### src/rtl/io_bridge_pkg.sv
// Shared types and constants for the memory-mapped byte I/O bridge.
package io_bridge_pkg;

    typedef logic [7:0] word;

    localparam word IO_DATA_OFS   = 8'd0;
    localparam word IO_STATUS_OFS = 8'd1;

    // Bit positions inside the STATUS register.
    typedef enum logic [2:0] {
        ST_RX_EMPTY = 3'd0,
        ST_RX_FULL  = 3'd1,
        ST_TX_EMPTY = 3'd2,
        ST_TX_FULL  = 3'd3,
        ST_RX_UNDER = 3'd4,
        ST_TX_OVER  = 3'd5
    } status_bit_e;

endpackage

### src/rtl/byte_fifo.sv
// First-word fall-through byte FIFO; push is accepted while full if a pop
// happens on the same edge.
module byte_fifo
    import io_bridge_pkg::*;
#(
    parameter int DEPTH = 4
) (
    input  logic clk,
    input  logic rst,
    input  logic push,
    input  word  push_data,
    input  logic pop,
    output word  head,
    output logic empty,
    output logic full
);

    localparam int AW = $clog2(DEPTH);
    localparam logic [AW:0] FULL_CNT = (AW+1)'(DEPTH);

    word           mem [DEPTH];
    logic [AW-1:0] wr_ptr;
    logic [AW-1:0] rd_ptr;
    logic [AW:0]   count;
    logic          do_push;
    logic          do_pop;

    assign do_pop  = pop && !empty;
    assign do_push = push && (!full || do_pop);

    always_ff @(posedge clk or negedge rst) begin
        if (!rst) begin
            wr_ptr <= '0;
            rd_ptr <= '0;
            count  <= '0;
        end else begin
            if (do_push) wr_ptr <= wr_ptr + AW'(1);
            if (do_pop)  rd_ptr <= rd_ptr + AW'(1);
            if (do_push && !do_pop)
                count <= count + (AW+1)'(1);
            else if (do_pop && !do_push)
                count <= count - (AW+1)'(1);
        end
    end

    // Storage is deliberately left without reset.
    always_ff @(posedge clk) begin
        if (do_push) mem[wr_ptr] <= push_data;
    end

    assign head  = mem[rd_ptr];
    assign empty = (count == '0);
    assign full  = (count == FULL_CNT);

endmodule

### src/rtl/io_bridge.sv
// Memory-mapped byte I/O responder: DATA/STATUS registers on the core data bus
// bridging to external RX and TX valid/ready byte streams.
module io_bridge
    import io_bridge_pkg::*;
#(
    parameter word BASE_ADDR = 8'hF0,
    parameter int  DEPTH     = 4
) (
    input  logic clk,
    input  logic rst,
    input  word  bus_addr,
    input  word  bus_wr_data,
    input  logic bus_wr_en,
    input  logic bus_rd_en,
    output word  bus_rd_data,
    output logic bus_hit,
    input  word  in_data,
    input  logic in_valid,
    output logic in_ready,
    output word  out_data,
    output logic out_valid,
    input  logic out_ready
);

    localparam word DATA_ADDR   = BASE_ADDR + IO_DATA_OFS;
    localparam word STATUS_ADDR = BASE_ADDR + IO_STATUS_OFS;

    logic hit_data, hit_status;
    logic rx_empty, rx_full, tx_empty, tx_full;
    word  rx_head, tx_head;
    logic rx_push, rx_pop, tx_push, tx_pop;
    logic rx_under, tx_over, set_under, set_over, clr_sticky;
    word  status;

    assign hit_data   = (bus_addr == DATA_ADDR);
    assign hit_status = (bus_addr == STATUS_ADDR);
    assign bus_hit    = hit_data || hit_status;

    // Stream handshake: a byte moves on a rising edge exactly when valid and
    // ready are both high; ready/valid driven here come only from FIFO state.
    assign in_ready  = !rx_full;
    assign out_valid = !tx_empty;
    assign out_data  = tx_head;
    assign rx_push   = in_valid && in_ready;
    assign tx_pop    = out_valid && out_ready;

    assign rx_pop     = hit_data && bus_rd_en && !rx_empty;
    assign set_under  = hit_data && bus_rd_en && rx_empty;
    assign tx_push    = hit_data && bus_wr_en;
    assign set_over   = tx_push && tx_full && !tx_pop;
    assign clr_sticky = hit_status && bus_wr_en;

    byte_fifo #(.DEPTH(DEPTH)) u_rx_fifo (
        .clk(clk), .rst(rst), .push(rx_push), .push_data(in_data),
        .pop(rx_pop), .head(rx_head), .empty(rx_empty), .full(rx_full)
    );

    byte_fifo #(.DEPTH(DEPTH)) u_tx_fifo (
        .clk(clk), .rst(rst), .push(tx_push), .push_data(bus_wr_data),
        .pop(tx_pop), .head(tx_head), .empty(tx_empty), .full(tx_full)
    );

    // A new violation on the same edge as a STATUS write keeps the flag set.
    always_ff @(posedge clk or negedge rst) begin
        if (!rst) begin
            rx_under <= 1'b0;
            tx_over  <= 1'b0;
        end else begin
            rx_under <= set_under || (rx_under && !clr_sticky);
            tx_over  <= set_over  || (tx_over  && !clr_sticky);
        end
    end

    always_comb begin
        status              = '0;
        status[ST_RX_EMPTY] = rx_empty;
        status[ST_RX_FULL]  = rx_full;
        status[ST_TX_EMPTY] = tx_empty;
        status[ST_TX_FULL]  = tx_full;
        status[ST_RX_UNDER] = rx_under;
        status[ST_TX_OVER]  = tx_over;
    end

    always_comb begin
        bus_rd_data = '0;
        if (hit_data)
            bus_rd_data = rx_empty ? '0 : rx_head;
        else if (hit_status)
            bus_rd_data = status;
    end

endmodule

### config.mk
export PLATFORM = sky130hd
export DESIGN_NAME = io_bridge
export DESIGN_NICKNAME = d
export VERILOG_FILES = /design/src/rtl/io_bridge_pkg.sv /design/src/rtl/byte_fifo.sv /design/src/rtl/io_bridge.sv
export SDC_FILE = /design/constraint.sdc
export NUM_CORES = 1
export LEC_CHECK = 0
export BUFFER_PORTS_ARGS = -buffer_cell sky130_fd_sc_hd__buf_2
export CORE_UTILIZATION = 55
export CTS_CLUSTER_DIAMETER = 40
export DETAILED_ROUTE_END_ITERATION = 8
export GPL_TIMING_DRIVEN = 0
export HOLD_SLACK_MARGIN = 0.02
export PLACE_DENSITY = 0.77
export SYNTH_ARGS = -nofsm -noshare
export SYNTH_HDL_FRONTEND = slang
export SYNTH_SLANG_ARGS = --single-unit
### constraint.sdc
create_clock -name clk -period 5.9 [get_ports clk]
set_input_delay 0.885 -clock clk [delete_from_list [all_inputs] [get_ports clk]]
set_output_delay 0.885 -clock clk [all_outputs]
set_load 0.005 [all_outputs]
Word-level counts from Yosys, hierarchy flattened
Memories as Yosys holds them, arrays and structs flattened.
Cells that the tools add are included.
{"block": "op_classes", "n_reduce_logical": 38, "bitwise_logic": 0, "shift": 0, "div_mod_pow": 0, "order_cmp": 0, "mux": 11, "addsub": 8, "n_eq_ne": 4, "n_mul": 0}
{"cell": "$logic_and A1 B1 Y1", "n": 19}
{"cell": "$eq A8 B8 Y1 const B", "n": 2}
{"cell": "$mux W8", "n": 2}
{"cell": "$mux W3", "n": 4}
{"cell": "$logic_not A1 Y1", "n": 10}
{"cell": "$add A2 B1 Y2 const B", "n": 4}
{"cell": "$add A3 B1 Y3 const B", "n": 2}
{"cell": "$eq A3 B3 Y1 const B", "n": 2}
{"cell": "$logic_not A3 Y1", "n": 2}
{"cell": "$mux W6", "n": 1}
{"cell": "$sub A3 B1 Y3 const B", "n": 2}
{"cell": "$logic_or A1 B1 Y1", "n": 5}
{"cell": "$mux W1", "n": 4}
{"cell": "$reduce_bool A2 Y1", "n": 2}
{"block": "word_totals", "out_inout_bits": 19, "romBits": 0, "in_bits": 30, "memories": 2, "latchBits": 0, "ram_bits": 64, "reg_bits": 16}
{"memory": "u_rx_fifo.mem", "depth": 4, "word_bits": 8, "read_ports": 1, "rd_ports_with_merged_regs": 0, "write_ports": 1, "line_no": "byte_fifo.sv:21", "text": "word mem [DEPTH];"}
{"memory": "u_tx_fifo.mem", "depth": 4, "word_bits": 8, "read_ports": 1, "rd_ports_with_merged_regs": 0, "write_ports": 1, "line_no": "byte_fifo.sv:21"}

Logic depth before layout (Yosys ltp)
Gate-level depths: netlist of run 1.
{"block": "logic_depth", "ltp_word": 10, "mapped_depth": 11, "depth_no_buf": 10}

Modules after synthesis
Synthesis of run 1 repeated with hierarchy kept, for this count alone.
{"block": "hier_totals", "hier_cells": 192, "area_unflattened_um2": 3463.3}
{"module": "byte_fifo", "n_inst": 2, "area_per_inst_um2": 1591.5, "cells_each": 77}
{"module": "io_bridge", "n_inst": 1, "area_per_inst_um2": 280.3, "cells_each": 38}

Worst setup path after synthesis of run 1
Ideal clock, no wire load.
{"block": "synth_timing", "path_type": "input to register", "from": "input bus_addr[1]", "to": "register u_tx_fifo.count[2]", "slack_ns": 2.879, "required_ns": 5.821, "path_buffers": 1, "path_stages": 9, "setup_ns": 0.079, "t_arrival_ns": 2.942, "cell_sequence": "or4_4 -> buf_6 -> nor4_4 -> ha_1 -> inv_1 -> fa_1 -> xor2_1 -> nor2_1 -> xor2_1"}
{"block": "synth_via", "elab_chain_cells": 6}
{"element": "from (decl)", "line_no": "io_bridge.sv:11", "text": "input word bus_addr,"}
{"element": "$eq A8 B8 Y1 *", "line_no": "io_bridge.sv:35", "text": "assign hit_data = (bus_addr == DATA_ADDR);"}
{"element": "$logic_and A1 B1 Y1 *", "line_no": "io_bridge.sv:49", "text": "assign tx_push = hit_data && bus_wr_en;"}
{"element": "$logic_and A1 B1 Y1 *", "line_no": "byte_fifo.sv:29", "text": "assign do_push = push && (!full || do_pop);"}
{"element": "named net u_tx_fifo.do_push", "line_no": "byte_fifo.sv:25", "text": "logic do_push;"}
{"element": "$logic_not A1 Y1", "line_no": "byte_fifo.sv:41", "text": "else if (do_pop && !do_push)"}
{"element": "$logic_and A1 B1 Y1", "line_no": "byte_fifo.sv:41"}
{"element": "$reduce_bool A2 Y1 (no line)"}
{"element": "to (signal assigned)", "line_no": "byte_fifo.sv:40", "text": "count <= count + (AW+1)'(1);"}
{"element": "to (signal assigned)", "line_no": "byte_fifo.sv:42", "text": "count <= count - (AW+1)'(1);"}
{"element": "to (decl)", "line_no": "byte_fifo.sv:24", "text": "logic [AW:0] count;"}
The timed path passes the listed nets; every way through them passes the cells marked *.
A chain may end at the register's enable or synchronous reset.

Worst setup path in the final report of run 1
{"block": "layout_timing", "from": "input bus_addr[0]", "to": "output bus_rd_data[0]"}
{"block": "layout_via", "elab_chain_cells": 3}
{"element": "$eq A8 B8 Y1", "line_no": "io_bridge.sv:36", "text": "assign hit_status = (bus_addr == STATUS_ADDR);"}
{"element": "$mux W6", "line_no": "io_bridge.sv:88", "text": "else if (hit_status)"}
{"element": "$mux W8 *", "line_no": "io_bridge.sv:86", "text": "if (hit_data)"}
{"element": "to (decl)", "line_no": "io_bridge.sv:15", "text": "output word bus_rd_data,"}
Mark *: on every way between the ends. The rest lies on a longest branch, timed or not.

==> summary.md, run 1 <==
## Global route
* 19.7% — GRT Util Overall
* 17 — largest net degree at the start of global routing
* 0 — initial antenna violation count
* 1826 — via count of the first global-routing pass
* 0 — remaining global-route overflow
* 8.84 mm — wire length of the first global-routing pass

## Placement
* 3680 µm² — Area after DPL
* 2.57 ns — Post-Place Worst Slack
* 0.720 — placer's final routability congestion estimate
* 3.94 mm — dpl hpwl
* 48 — Port Buffers

## Clock tree
* 9 — number of buffers created by CTS
* 0.35 ns — Skew-Pair Late Insertion Delay
* 0 — number of buffers added to fix hold violations after cts
* 0.08 ns — clock slew at the register clock pins of the worst setup and hold paths
* 0 — postcts setup bufs
* 0 — PostCTS Resize Cnt
* 3 — maximum level of the CTS H-tree
* 80 — sinks on the clock net
* sky130_fd_sc_hd__clkbuf_8 — Clock Root Buffer
* 2 — Max Buffers Root-to-Sink
* built — TritonCTS clock tree

## Critical path
* buf_2 -> clkbuf_1 -> nor2_1 -> nand2_1 -> a21oi_1 -> buf_2 — cell-by-cell trace of the critical path
* 10 — Crit Path Max Fanout
* 9 — number of cell instances on the worst register-to-register path
* 0.45 ns — slowest cell delay on critical path
* sky130_fd_sc_hd__buf_2 — cell repeated most along the worst path
* output pin — element type at the critical path end
* sky130_fd_sc_hd__nor2_1 — slowest stage cell on the critical path
* 2.17 ns — CP arrival
* in -> out — category of the most critical setup path
* 5.02 ns — required time at the endpoint of the critical path
* input pin — launching element type of the critical path

## Cells and area
* 0 — final antenna diode count
* 2320 µm² — FF+latch area
* 960 µm² — Multi-input gate area
* 434 — Fillers
* 15.1% — layout overhead on the synthesized area
* 35.7% — fraction of layout cells with a size suffix above 1
* 286 — final net count
* 3850 µm² — Final Instance Area

## STA
* 51.7% — post-route fraction of the period consumed by the critical path
* 3.05 ns — shortest period the worst path allows
* 0 ns — total negative slack for setup checks
* 0 — hold violation total from the final report
* 0.328 GHz — f_max
* 2.85 ns — post-route setup slack
* 0 — total count of max-transition violations in the final report
* 0.00802 ns — final clock skew
* 0.621 ns — worst slew pin tran
* false — RSZ-0062 raised after global routing
* 58.0% — max-slew headroom at the worst pin
* 0 — Finish-stage setup viols

## Synth
* 34 — number of unique standard cell types used by synthesis
* sky130_fd_sc_hd__edfxtp_1 — cell with the most instances after synthesis
* 80 — synthesis-stage register bit count
* 227 — nets in the synthesized netlist
* sky130_fd_sc_hd__edfxtp_1 — predominant post-synthesis flop cell
* 57.4% — area share of the largest cell type after synthesis
* sky130_fd_sc_hd__edfxtp_1 57%, sky130_fd_sc_hd__dfrtp_1 12%, sky130_fd_sc_hd__mux4_2 11% — most area-consuming cells after synthesis
* 20.0% — FFs w/ async S/R, synth
* sky130_fd_sc_hd__edfxtp_1 — Synth area leader
* 185 — gate count after technology mapping
* 18.1 µm² — per-instance average area after synthesis
* 3350 µm² — synthesized area
* 69.4% — proportion of synthesized chip area in sequential cells
* 64 x sky130_fd_sc_hd__edfxtp_1, 16 x sky130_fd_sc_hd__dfrtp_1, 16 x sky130_fd_sc_hd__mux4_2 — top cells by count, synth
* 64 — number of synthesized flops with an enable pin
* 0 — yosys warns

## Route
* 0 — count of antenna-violating nets left after detailed routing
* 123 — initial DRC count
* 5.64 mm — Total Wirelength
* 4 — DRT Pass-1 Iters
* 0 — remaining design rule violation count
* 17.4 µm — final routed wire length divided by cell count
* 5.57 — Avg Vias per Cell
* 1806 — via count

## Floorplanning
* 80.0 µm — die extent in y
* 49 — Top Ports
* 56.9% — starting density of the core
* 80.0 µm — Die Span X
* 6400 µm² — floorplan die area
* 5890 µm² — core footprint
* 28 — std cell rows

## Pwr
* 29.1% — Switching Share
* 24.4% — Clock power frac
* 23.7% — proportion of power drawn by combinational gates
* 1.44 nW — leakage power summed over all cells
* 51.9% — sequential power share
* 1.02 mW — internal power consumption
* 0.000210 V — worst ir drop on vdd
* 373 nW/µm² — P per Cell Area
* 0.418 mW — net load switching power

## Run
* 0 — MaxCap Viol Count

## Hold path
* in -> async — worst hold-check path type

## Status
* finished clean — outcome

==> cells in the final DEF (no fill, tap or decap), types with 3 or more instances in the layout <==
| cell | synthesis | routed |
|---|---|---|
| sky130_fd_sc_hd__a21oi_1 | 3 | 3 |
| sky130_fd_sc_hd__inv_1 | 8 | 8 |
| sky130_fd_sc_hd__xnor2_1 | 8 | 8 |
| sky130_fd_sc_hd__clkbuf_8 | 0 | 9 |
| sky130_fd_sc_hd__mux4_2 | 16 | 16 |
| sky130_fd_sc_hd__mux2_2 | 3 | 3 |
| sky130_fd_sc_hd__clkinvlp_4 | 0 | 3 |
| sky130_fd_sc_hd__nand2_1 | 6 | 6 |
| sky130_fd_sc_hd__dfrtp_1 | 16 | 16 |
| sky130_fd_sc_hd__a31oi_1 | 3 | 3 |
| sky130_fd_sc_hd__nand3_1 | 3 | 3 |
| sky130_fd_sc_hd__edfxtp_1 | 64 | 64 |
| sky130_fd_sc_hd__buf_2 | 2 | 50 |
| sky130_fd_sc_hd__clkinv_1 | 1 | 3 |
| sky130_fd_sc_hd__nor2_1 | 7 | 7 |
| sky130_fd_sc_hd__and3_1 | 6 | 6 |
| sky130_fd_sc_hd__xor2_1 | 4 | 4 |
| sky130_fd_sc_hd__ha_1 | 10 | 10 |
| sky130_fd_sc_hd__nor3_1 | 3 | 3 |
==> stage by stage <==
| step | total power [mW] | instances | hold slack [ns] | utilization (%) |
|---|---|---|---|---|
| 6_report | 1.44 | 324 | 0.445 | 65.5 |
| 3_3_place_gp | 1.09 | 308 | 0.498 | 62.6 |
| 3_5_place_dp | 1.11 | 308 | 0.508 | 62.6 |
| 5_1_grt | 1.52 | 324 | 0.456 | 65.5 |
| 2_1_floorplan | 0.994 | 185 | 0.477 | - |
| 4_1_cts | 1.45 | 324 | 0.448 | 65.5 |
==> sequential cells by signal (all words and copies together) (netlist names), 2 cells and up <==
signal,flops
u_rx_fifo.mem,32
u_tx_fifo.rd_ptr,2
u_rx_fifo.count,3
u_rx_fifo.wr_ptr,2
u_tx_fifo.count,3
u_rx_fifo.rd_ptr,2
u_tx_fifo.mem,32
u_tx_fifo.wr_ptr,2
==> routing by layer <==
| layer | global-route usage (%) | part of all wire (%) | wire length, µm | up-vias |
|---|---|---|---|---|
| li1 | - | - | - | 833 |
| met3 | 5.83 | 4.4 | 249 | 12 |
| met2 | 33.1 | 52 | 2940 | 49 |
| met1 | 23.5 | 41 | 2310 | 912 |
| met5 | 0 | 0 | 0 | - |
| met4 | 8.93 | 2.4 | 133 | 0 |
==> worst paths after layout <==
kind	start	to	slack (ns)
min in group clk	u_rx_fifo.count[2]	u_rx_fifo.count[2]	0.52
setup reg to reg	u_rx_fifo.count[0]	u_rx_fifo.count[2]	3.57
setup / recovery	bus_addr[0]	bus_rd_data[0]	2.85
hold / removal	rst	u_tx_fifo.count[2]	0.45
hold reg to reg	u_rx_fifo.count[2]	u_rx_fifo.count[2]	0.52
max in group asynchronous	rst	u_tx_fifo.wr_ptr[1]	5.18
==> worst max-delay path, delay by kind of cell <==
kind	cells	cell delay, ns
buf+inv	3	0.49
simple gates	2	0.58
compound gates	1	0.21
==> logic make-up after synthesis <==
logic type	after synthesis	synth area share (%)
AND/OR/NAND/NOR	35	6.13
flip-flops	80	69.4
adder cells (fa/ha/maj)	12	4.93
multiplexers	20	12.2
XOR/XNOR	12	3.14
AO/OA/AOI/OAI	11	2.24
buffers and inverters	15	1.98
==> area by class of cell <==
class	instances	share of cell area, %
buffer	6	0.844
clock buffer	9	3.21
clock inverter	7	1.23
inverter	9	0.877
multi-input combinational	90	24.9
sequential	80	60.3
tap	75	2.44
timing repair buffer	48	6.23
==> power by group through the flow <==
stage | clock network, mW | logic, mW | registers (mW)
detailed placement | 0 | 0.346 | 0.760
finish | 0.350 | 0.341 | 0.747
CTS | 0.357 | 0.348 | 0.748
global placement | 0 | 0.336 | 0.756
global route | 0.377 | 0.389 | 0.757
floorplan | 0 | 0.247 | 0.747
Note: power is estimated with default switching activity, not from simulation.
==> run 2: changes to the inputs <==
--- a/config.mk
+++ b/config.mk
@@ -5,13 +5,14 @@
 export SDC_FILE = /design/constraint.sdc
 export NUM_CORES = 1
 export LEC_CHECK = 0
+export ABC_AREA = 1
 export BUFFER_PORTS_ARGS = -buffer_cell sky130_fd_sc_hd__buf_2
-export CORE_UTILIZATION = 55
+export CORE_UTILIZATION = 51
 export CTS_CLUSTER_DIAMETER = 40
 export DETAILED_ROUTE_END_ITERATION = 8
 export GPL_TIMING_DRIVEN = 0
 export HOLD_SLACK_MARGIN = 0.02
-export PLACE_DENSITY = 0.77
+export PLACE_DENSITY = 0.75
 export SYNTH_ARGS = -nofsm -noshare
 export SYNTH_HDL_FRONTEND = slang
 export SYNTH_SLANG_ARGS = --single-unit
==> constraint.sdc (replaced) <==
create_clock -name clk -period 2.6 [get_ports clk]
set_input_delay 0.39 -clock clk [delete_from_list [all_inputs] [get_ports clk]]
set_output_delay 0.39 -clock clk [all_outputs]
set_load 0.005 [all_outputs]
==> summary.md, run 2 <==
## Placement
* 0.738 — placer's final routability congestion estimate, +2.5%
* 4.64 mm — dpl hpwl, +18%
* 0.274 ns — Post-Place Worst Slack, -2.29 ns
* 48 — Port Buffers, unchanged
* 437 — placed cell count, +42%

## Clock tree
* sky130_fd_sc_hd__clkbuf_8 — Clock Root Buffer
* 3 — maximum level of the CTS H-tree, unchanged
* 2 — Max Buffers Root-to-Sink, unchanged
* built — TritonCTS clock tree
* 0 — postcts setup bufs, unchanged
* 80 — sinks on the clock net, unchanged
* 0.09 ns — clock slew at the register clock pins of the worst setup and hold paths, about the same
* 0.36 ns — Skew-Pair Late Insertion Delay, about the same
* 9 — number of buffers created by CTS, unchanged

## Critical path
* 7 — Crit Path Max Fanout, -3
* simple AND/OR/NAND/NOR gates — Largest delay share family, worst path
* reg -> reg — category of the most critical setup path
* nor2_1 -> nand3b_1 -> nand3_4 -> inv_1 -> ha_1 -> inv_1 -> fa_1 -> mux2_2 — cell-by-cell trace of the critical path
* 2.85 ns — required time at the endpoint of the critical path, -2.17 ns
* 0.43 ns — slowest cell delay on critical path, -0.02 ns
* 2.45 ns — CP arrival, +0.28 ns
* register — launching element type of the critical path
* 8 — number of cell instances on the worst register-to-register path, -1
* 8 — Levels on crit path, +2
* 2 — count of buffering cells on the critical path with inverters included, -1
* sky130_fd_sc_hd__dfrtp_1 — slowest stage cell on the critical path
* sky130_fd_sc_hd__inv_1 — cell repeated most along the worst path
* register — element type at the critical path end

## Cells and area
* 411 — final net count, +44%
* 0 — final antenna diode count, unchanged
* 22.7% — fraction of layout cells with a size suffix above 1, -13 points
* u_rx_fifo.mem x32, u_tx_fifo.mem x32 — biggest regs
* 64 x sky130_fd_sc_hd__edfxtp_1, 54 x sky130_fd_sc_hd__nand2_1, 51 x sky130_fd_sc_hd__buf_2, 38 x sky130_fd_sc_hd__nor2_1, 31 x sky130_fd_sc_hd__inv_1 — most frequent cells in the layout
* 15.7% — layout overhead on the synthesized area
* 544 — Fillers, +25%
* 1040 µm² — Multi-input gate area, +8.7%
* 2320 µm² — FF+latch area, unchanged
* 454 — count of placed standard cells in the final layout, fillers left out, +40%
* sky130_fd_sc_hd__edfxtp_1 — most common cell after layout, fill and taps aside

## Synth
* 11.5 µm² — per-instance average area after synthesis, -37%
* 29 — number of unique standard cell types used by synthesis, -15%
* 0 — yosys warns, unchanged
* 309 — gate count after technology mapping, +67%
* sky130_fd_sc_hd__edfxtp_1 — predominant post-synthesis flop cell
* 64 x sky130_fd_sc_hd__edfxtp_1, 54 x sky130_fd_sc_hd__nand2_1, 38 x sky130_fd_sc_hd__nor2_1 — top cells by count, synth
* 351 — nets in the synthesized netlist, +55%
* 65.4% — proportion of synthesized chip area in sequential cells, -3.9 points
* sky130_fd_sc_hd__edfxtp_1 54%, sky130_fd_sc_hd__dfrtp_1 11%, sky130_fd_sc_hd__nand2_1 5.7% — most area-consuming cells after synthesis
* 3550 µm² — synthesized area, +6.0%
* sky130_fd_sc_hd__edfxtp_1 — Synth area leader
* 20.0% — FFs w/ async S/R, synth, unchanged
* 54.1% — area share of the largest cell type after synthesis, -3.3 points
* 80 — synthesis-stage register bit count, unchanged
* 64 — number of synthesized flops with an enable pin, unchanged
* sky130_fd_sc_hd__edfxtp_1 — cell with the most instances after synthesis

## STA
* 0.239 ns — Worst Hold Margin, -0.206 ns
* false — RSZ-0062 raised after global routing
* 44.5% — max-slew headroom at the worst pin, -13 points
* 0 ns — total negative slack for setup checks, unchanged
* 0 — hold violation total from the final report, unchanged
* 0 — total count of max-transition violations in the final report, unchanged
* 0 — Finish-stage setup viols, unchanged
* 84.7% — post-route fraction of the period consumed by the critical path
* 2.20 ns — shortest period the worst path allows
* 0.398 ns — post-route setup slack, -2.45 ns
* 0.00542 ns — final clock skew, -0.00260 ns
* 0.454 GHz — f_max
* 0.829 ns — worst slew pin tran, +0.208 ns

## Floorplanning
* 52.5% — starting density of the core, -4.4 points
* 7300 µm² — floorplan die area, +14%
* 85.4 µm — die extent in y, +6.7%
* 6760 µm² — core footprint, +15%
* 30 — std cell rows, +7.1%
* 85.4 µm — Die Span X, +6.7%
* 49 — Top Ports, unchanged

## Global route
* 0 — initial antenna violation count, unchanged
* 21.2% — GRT Util Overall, +1.5 points
* 11.3 mm — wire length of the first global-routing pass, +28%
* 17 — largest net degree at the start of global routing, unchanged
* 2380 — via count of the first global-routing pass, +30%
* 0 — remaining global-route overflow, unchanged

## Route
* 0 — count of antenna-violating nets left after detailed routing, unchanged
* met4 — highest metal layer with signal wires
* 0 — remaining design rule violation count, unchanged
* 178 — initial DRC count, +45%
* 323 µm — met3 wire length, +30%
* 5.23 — Avg Vias per Cell, -6.1%
* 2.85 mm — Met1 Routed Length, +23%
* 3.79 mm — Routed met2 length, +29%
* 2376 — via count, +32%
* 15.6 µm — final routed wire length divided by cell count, -10%
* 7.07 mm — Total Wirelength, +25%
* 6 — DRT Pass-1 Iters, +2

## Hold path
* 1 — cell depth of the worst min-delay path
* in -> reg — worst hold-check path type

## Pwr
* 0.000531 V — worst ir drop on vdd, +150%
* 3.56 mW — sum of internal, switching and leakage power, +150%
* 1.74 nW — leakage power summed over all cells, +21%
* 866 nW/µm² — P per Cell Area, +130%

## Status
* finished clean — outcome

## Run
* 0 — MaxCap Viol Count, unchanged

[run 2: metrics by stage]
| step | instance area, µm² | utilization [%] |
|---|---|---|
| after global routing | 4110 | 60.8 |
| after detailed placement | 3890 | 57.6 |
| after global placement | 3890 | 57.6 |
| after floorplan | 3550 | - |
| after CTS | 4110 | 60.8 |
| final | 4110 | 60.8 |
[run 2: cell type report]
cell class / instances / area share [%]
clock buffer: 9 / 3.02
tap: 80 / 2.44
clock inverter: 7 / 2.04
timing repair buffer: 49 / 6.09
buffer: 8 / 1.46
sequential: 80 / 56.5
multi-input combinational: 188 / 25.4
inverter: 33 / 3.02
[run 2: layer usage]
layer | global-route usage (%) | vias up
met5 | 0 | -
met4 | 9.24 | 0
met3 | 4.86 | 9
met2 | 38.4 | 69
met1 | 24.0 | 1125
li1 | - | 1173
[run 2: cells by family after synthesis]
| family | synth area share [%] |
|---|---|
| AND/OR/NAND/NOR | 15.7 |
| flip-flops | 65.4 |
| AO/OA/AOI/OAI | 7.30 |
| buffers and inverters | 5.18 |
| adder cells (fa/ha/maj) | 4.65 |
| XOR/XNOR | 1.48 |
| multiplexers | 0.317 |
[run 2: where the power goes]
| part | internal (mW) | switching [mW] | leakage [nW] | total [mW] |
|---|---|---|---|---|
| logic | 0.340 | 0.576 | 0.858 | 0.917 |
| clock network | 0.464 | 0.505 | 0.103 | 0.969 |
| registers | 1.58 | 0.0904 | 0.780 | 1.67 |
[run 2: repair_timing]
action | CTS | global route
resized for setup | 0 | 0
endpoints found under the hold margin | 16 | 0
hold buffers | 1 | 0
[run 2: path summary, 6_finish.rpt]
path                                    start                   to  slack (ns)
max                        u_tx_fifo.count[0]   u_tx_fifo.count[1]        0.40
min                                in_data[1]  u_rx_fifo.mem[1][1]        0.24
max reg2reg                u_tx_fifo.count[0]   u_tx_fifo.count[1]        0.40
min reg2reg                           tx_over              tx_over        0.53
max in group asynchronous                 rst  u_tx_fifo.rd_ptr[0]        1.84
min in group asynchronous                 rst  u_rx_fifo.rd_ptr[0]        0.49
==> run 3: changes to the inputs <==
--- a/config.mk
+++ b/config.mk
@@ -5,7 +5,7 @@
 export SDC_FILE = /design/constraint.sdc
 export NUM_CORES = 1
 export LEC_CHECK = 0
-export ABC_AREA = 1
+export ABC_AREA = 0
 export BUFFER_PORTS_ARGS = -buffer_cell sky130_fd_sc_hd__buf_2
 export CORE_UTILIZATION = 51
 export CTS_CLUSTER_DIAMETER = 40
==> constraint.sdc (replaced) <==
create_clock -name clk -period 1.97 [get_ports clk]
set_input_delay 0.2955 -clock clk [delete_from_list [all_inputs] [get_ports clk]]
set_output_delay 0.2955 -clock clk [all_outputs]
set_load 0.005 [all_outputs]
==> summary.md, run 3 (synthesis gave the netlist of run 1 again) <==
## Clock tree
* sky130_fd_sc_hd__clkbuf_8 — Clock Root Buffer
* 2 — Max Buffers Root-to-Sink, unchanged
* 3 — maximum level of the CTS H-tree, unchanged
* 9 — number of buffers created by CTS, unchanged
* 80 — sinks on the clock net, unchanged
* 0.36 ns — Skew-Pair Late Insertion Delay, about the same
* built — TritonCTS clock tree
* 0.09 ns — clock slew at the register clock pins of the worst setup and hold paths, about the same

## Critical path
* 5 — Crit Path Max Fanout, -2
* -0.03 ns — FF-to-FF setup slack, -0.43 ns
* reg -> out — category of the most critical setup path
* sky130_fd_sc_hd__mux4_2 — slowest stage cell on the critical path
* 1.67 ns — required time at the endpoint of the critical path, -1.18 ns
* buf_8 -> mux4_2 -> a22oi_2 -> nor2_1 -> buf_2 — cell-by-cell trace of the critical path
* register — launching element type of the critical path
* multiplexers — Largest delay share family, worst path
* 2 — count of buffering cells on the critical path with inverters included, unchanged
* output pin — element type at the critical path end
* 0.51 ns — slowest cell delay on critical path, +0.08 ns
* 1.81 ns — CP arrival, -0.64 ns

## Run
* 0 — MaxCap Viol Count, unchanged

## Cells and area
* 25.1% — layout overhead on the synthesized area
* u_rx_fifo.mem x32, u_tx_fifo.mem x32 — biggest regs
* 64 x sky130_fd_sc_hd__edfxtp_1, 47 x sky130_fd_sc_hd__buf_2, 20 x sky130_fd_sc_hd__buf_4, 16 x sky130_fd_sc_hd__mux4_2, 10 x sky130_fd_sc_hd__dfrtp_1 — most frequent cells in the layout
* 1050 µm² — Multi-input gate area, +0.36%
* 0 — final antenna diode count, unchanged
* 66.0% — final core area utilization, +5.2 points
* 51.5% — fraction of layout cells with a size suffix above 1, +29 points
* 2330 µm² — FF+latch area, +0.32%
* 305 — final net count, -26%
* sky130_fd_sc_hd__edfxtp_1 — most common cell after layout, fill and taps aside
* 435 — Fillers, -20%
* 4190 µm² — Final Instance Area, +1.9%

## Floorplanning
* 29 — std cell rows, -3.3%
* 83.0 µm — Die Span X, -2.8%
* 49 — Top Ports, unchanged
* 52.7% — starting density of the core, +0.19 points
* 83.0 µm — die extent in y, -2.8%
* 6890 µm² — floorplan die area, -5.5%
* 6350 µm² — core footprint, -6.0%

## Placement
* 3.92 mm — dpl hpwl, -16%
* 3680 µm² — Area after DPL, -5.3%
* 48 — Port Buffers, unchanged
* -0.755 ns — Post-Place Worst Slack, -1.03 ns
* 0.766 — placer's final routability congestion estimate, +3.7%

## Status
* complete, but fails checks — outcome
* setup timing — violations in the final reports

## Route
* 116 — initial DRC count, -35%
* 17.3 µm — final routed wire length divided by cell count, +11%
* 0 — count of antenna-violating nets left after detailed routing, unchanged
* 1894 — via count, -20%
* 4 — DRT Pass-1 Iters, -2
* 5.97 mm — Total Wirelength, -16%
* 0 — remaining design rule violation count, unchanged
* 5.49 — Avg Vias per Cell, +4.9%

## Global route
* 17 — largest net degree at the start of global routing, unchanged
* 0 — initial antenna violation count, unchanged
* 0 — remaining global-route overflow, unchanged
* 18.5% — GRT Util Overall, -2.7 points
* 9.36 mm — wire length of the first global-routing pass, -17%
* 1886 — via count of the first global-routing pass, -21%

## STA
* 2.10 ns — shortest period the worst path allows
* 0.0119 ns — final clock skew, +0.00649 ns
* 62.6% — max-slew headroom at the worst pin, +18 points
* 11 — Finish-stage setup viols, +11
* 0 — total count of max-transition violations in the final report, unchanged
* 0 — hold violation total from the final report, unchanged
* -0.133 ns — post-route setup slack, -0.531 ns
* -0.886 ns — total negative slack for setup checks, -0.886 ns
* 107% — post-route fraction of the period consumed by the critical path
* 0.560 ns — worst slew pin tran, -0.269 ns
* true — RSZ-0062 raised after global routing
* 0.475 GHz — f_max

## Hold path
* in -> reg — worst hold-check path type

## Pwr
* 1.58 nW — leakage power summed over all cells, -9.2%
* 0.000591 V — worst ir drop on vdd, +11%
* 4.79 mW — sum of internal, switching and leakage power, +35%
* 1140 nW/µm² — P per Cell Area, +32%

-- run 3: cell types whose count changed in the layout (fill, tap and decap cells not counted), sizes merged, moves of 8 or more --
cell and change:
nand2 -50, nor2 -34, o21ai -31, inv -29
mux4 +16, buf +15, nand3 -15, o22ai -8
-- run 3: cell type report --
| class | count | share of cell area (%) |
|---|---|---|
| clock buffer | 9 | 2.96 |
| timing repair buffer | 70 | 10.7 |
| clock inverter | 7 | 1.91 |
| tap | 77 | 2.30 |
| buffer | 3 | 0.627 |
| sequential | 80 | 55.6 |
| inverter | 9 | 0.896 |
| multi-input combinational | 90 | 25.0 |
-- run 3: repair_timing --
action,CTS,global route
buffers inserted,8,12
pin swaps,13,10
hold buffers,1,0
resized for setup,24,14
hold endpoints to repair,16,0
gates cloned,1,0
setup endpoints to repair,16,12
-- run 3: worst paths after layout --
check,from,endpoint,cells past startpoint
worst max-delay path,u_rx_fifo.rd_ptr[0],bus_rd_data[2],5
worst min-delay path,bus_wr_data[4],u_tx_fifo.mem[2][4],1
worst max register to register,u_tx_fifo.count[0],u_tx_fifo.count[2],9
max in group asynchronous,rst,u_rx_fifo.rd_ptr[0],2
worst min register to register,rx_under,rx_under,2
min in group asynchronous,rst,u_rx_fifo.wr_ptr[1],2
-- run 3: worst register-to-register path: cells and delay by family, from the launching register on --
kind / cells / cell delay, ns
AND/OR/NAND/NOR: 3 / 0.46
buffers and inverters: 2 / 0.15
flip-flops: 1 / 0.47
adder cells (fa/ha/maj): 2 / 0.54
XOR/XNOR: 2 / 0.30
-- run 3: layer usage --
metal / global-route usage, % / vias up / part of all wire (%)
met1: 23.5 / 943 / 42
li1: - / 875 / -
met3: 4.47 / 16 / 4.6
met4: 9.87 / 0 / 2.6
met5: 0 / - / 0
met2: 29.8 / 60 / 51
-- run 3: stage by stage --
stage | instances | hold WS (ns)
detailed placement | 310 | 0.231
floorplan | 185 | -0.0000911
finish | 345 | 0.136
global placement | 310 | 0.239
global route | 345 | 0.138
CTS | 333 | 0.131
-- run 3: where the power goes --
part           internal (mW)  total, mW  switching [mW]
clock                  0.594       1.21           0.611
combinational          0.702       1.25           0.552
sequential              2.10       2.33           0.224
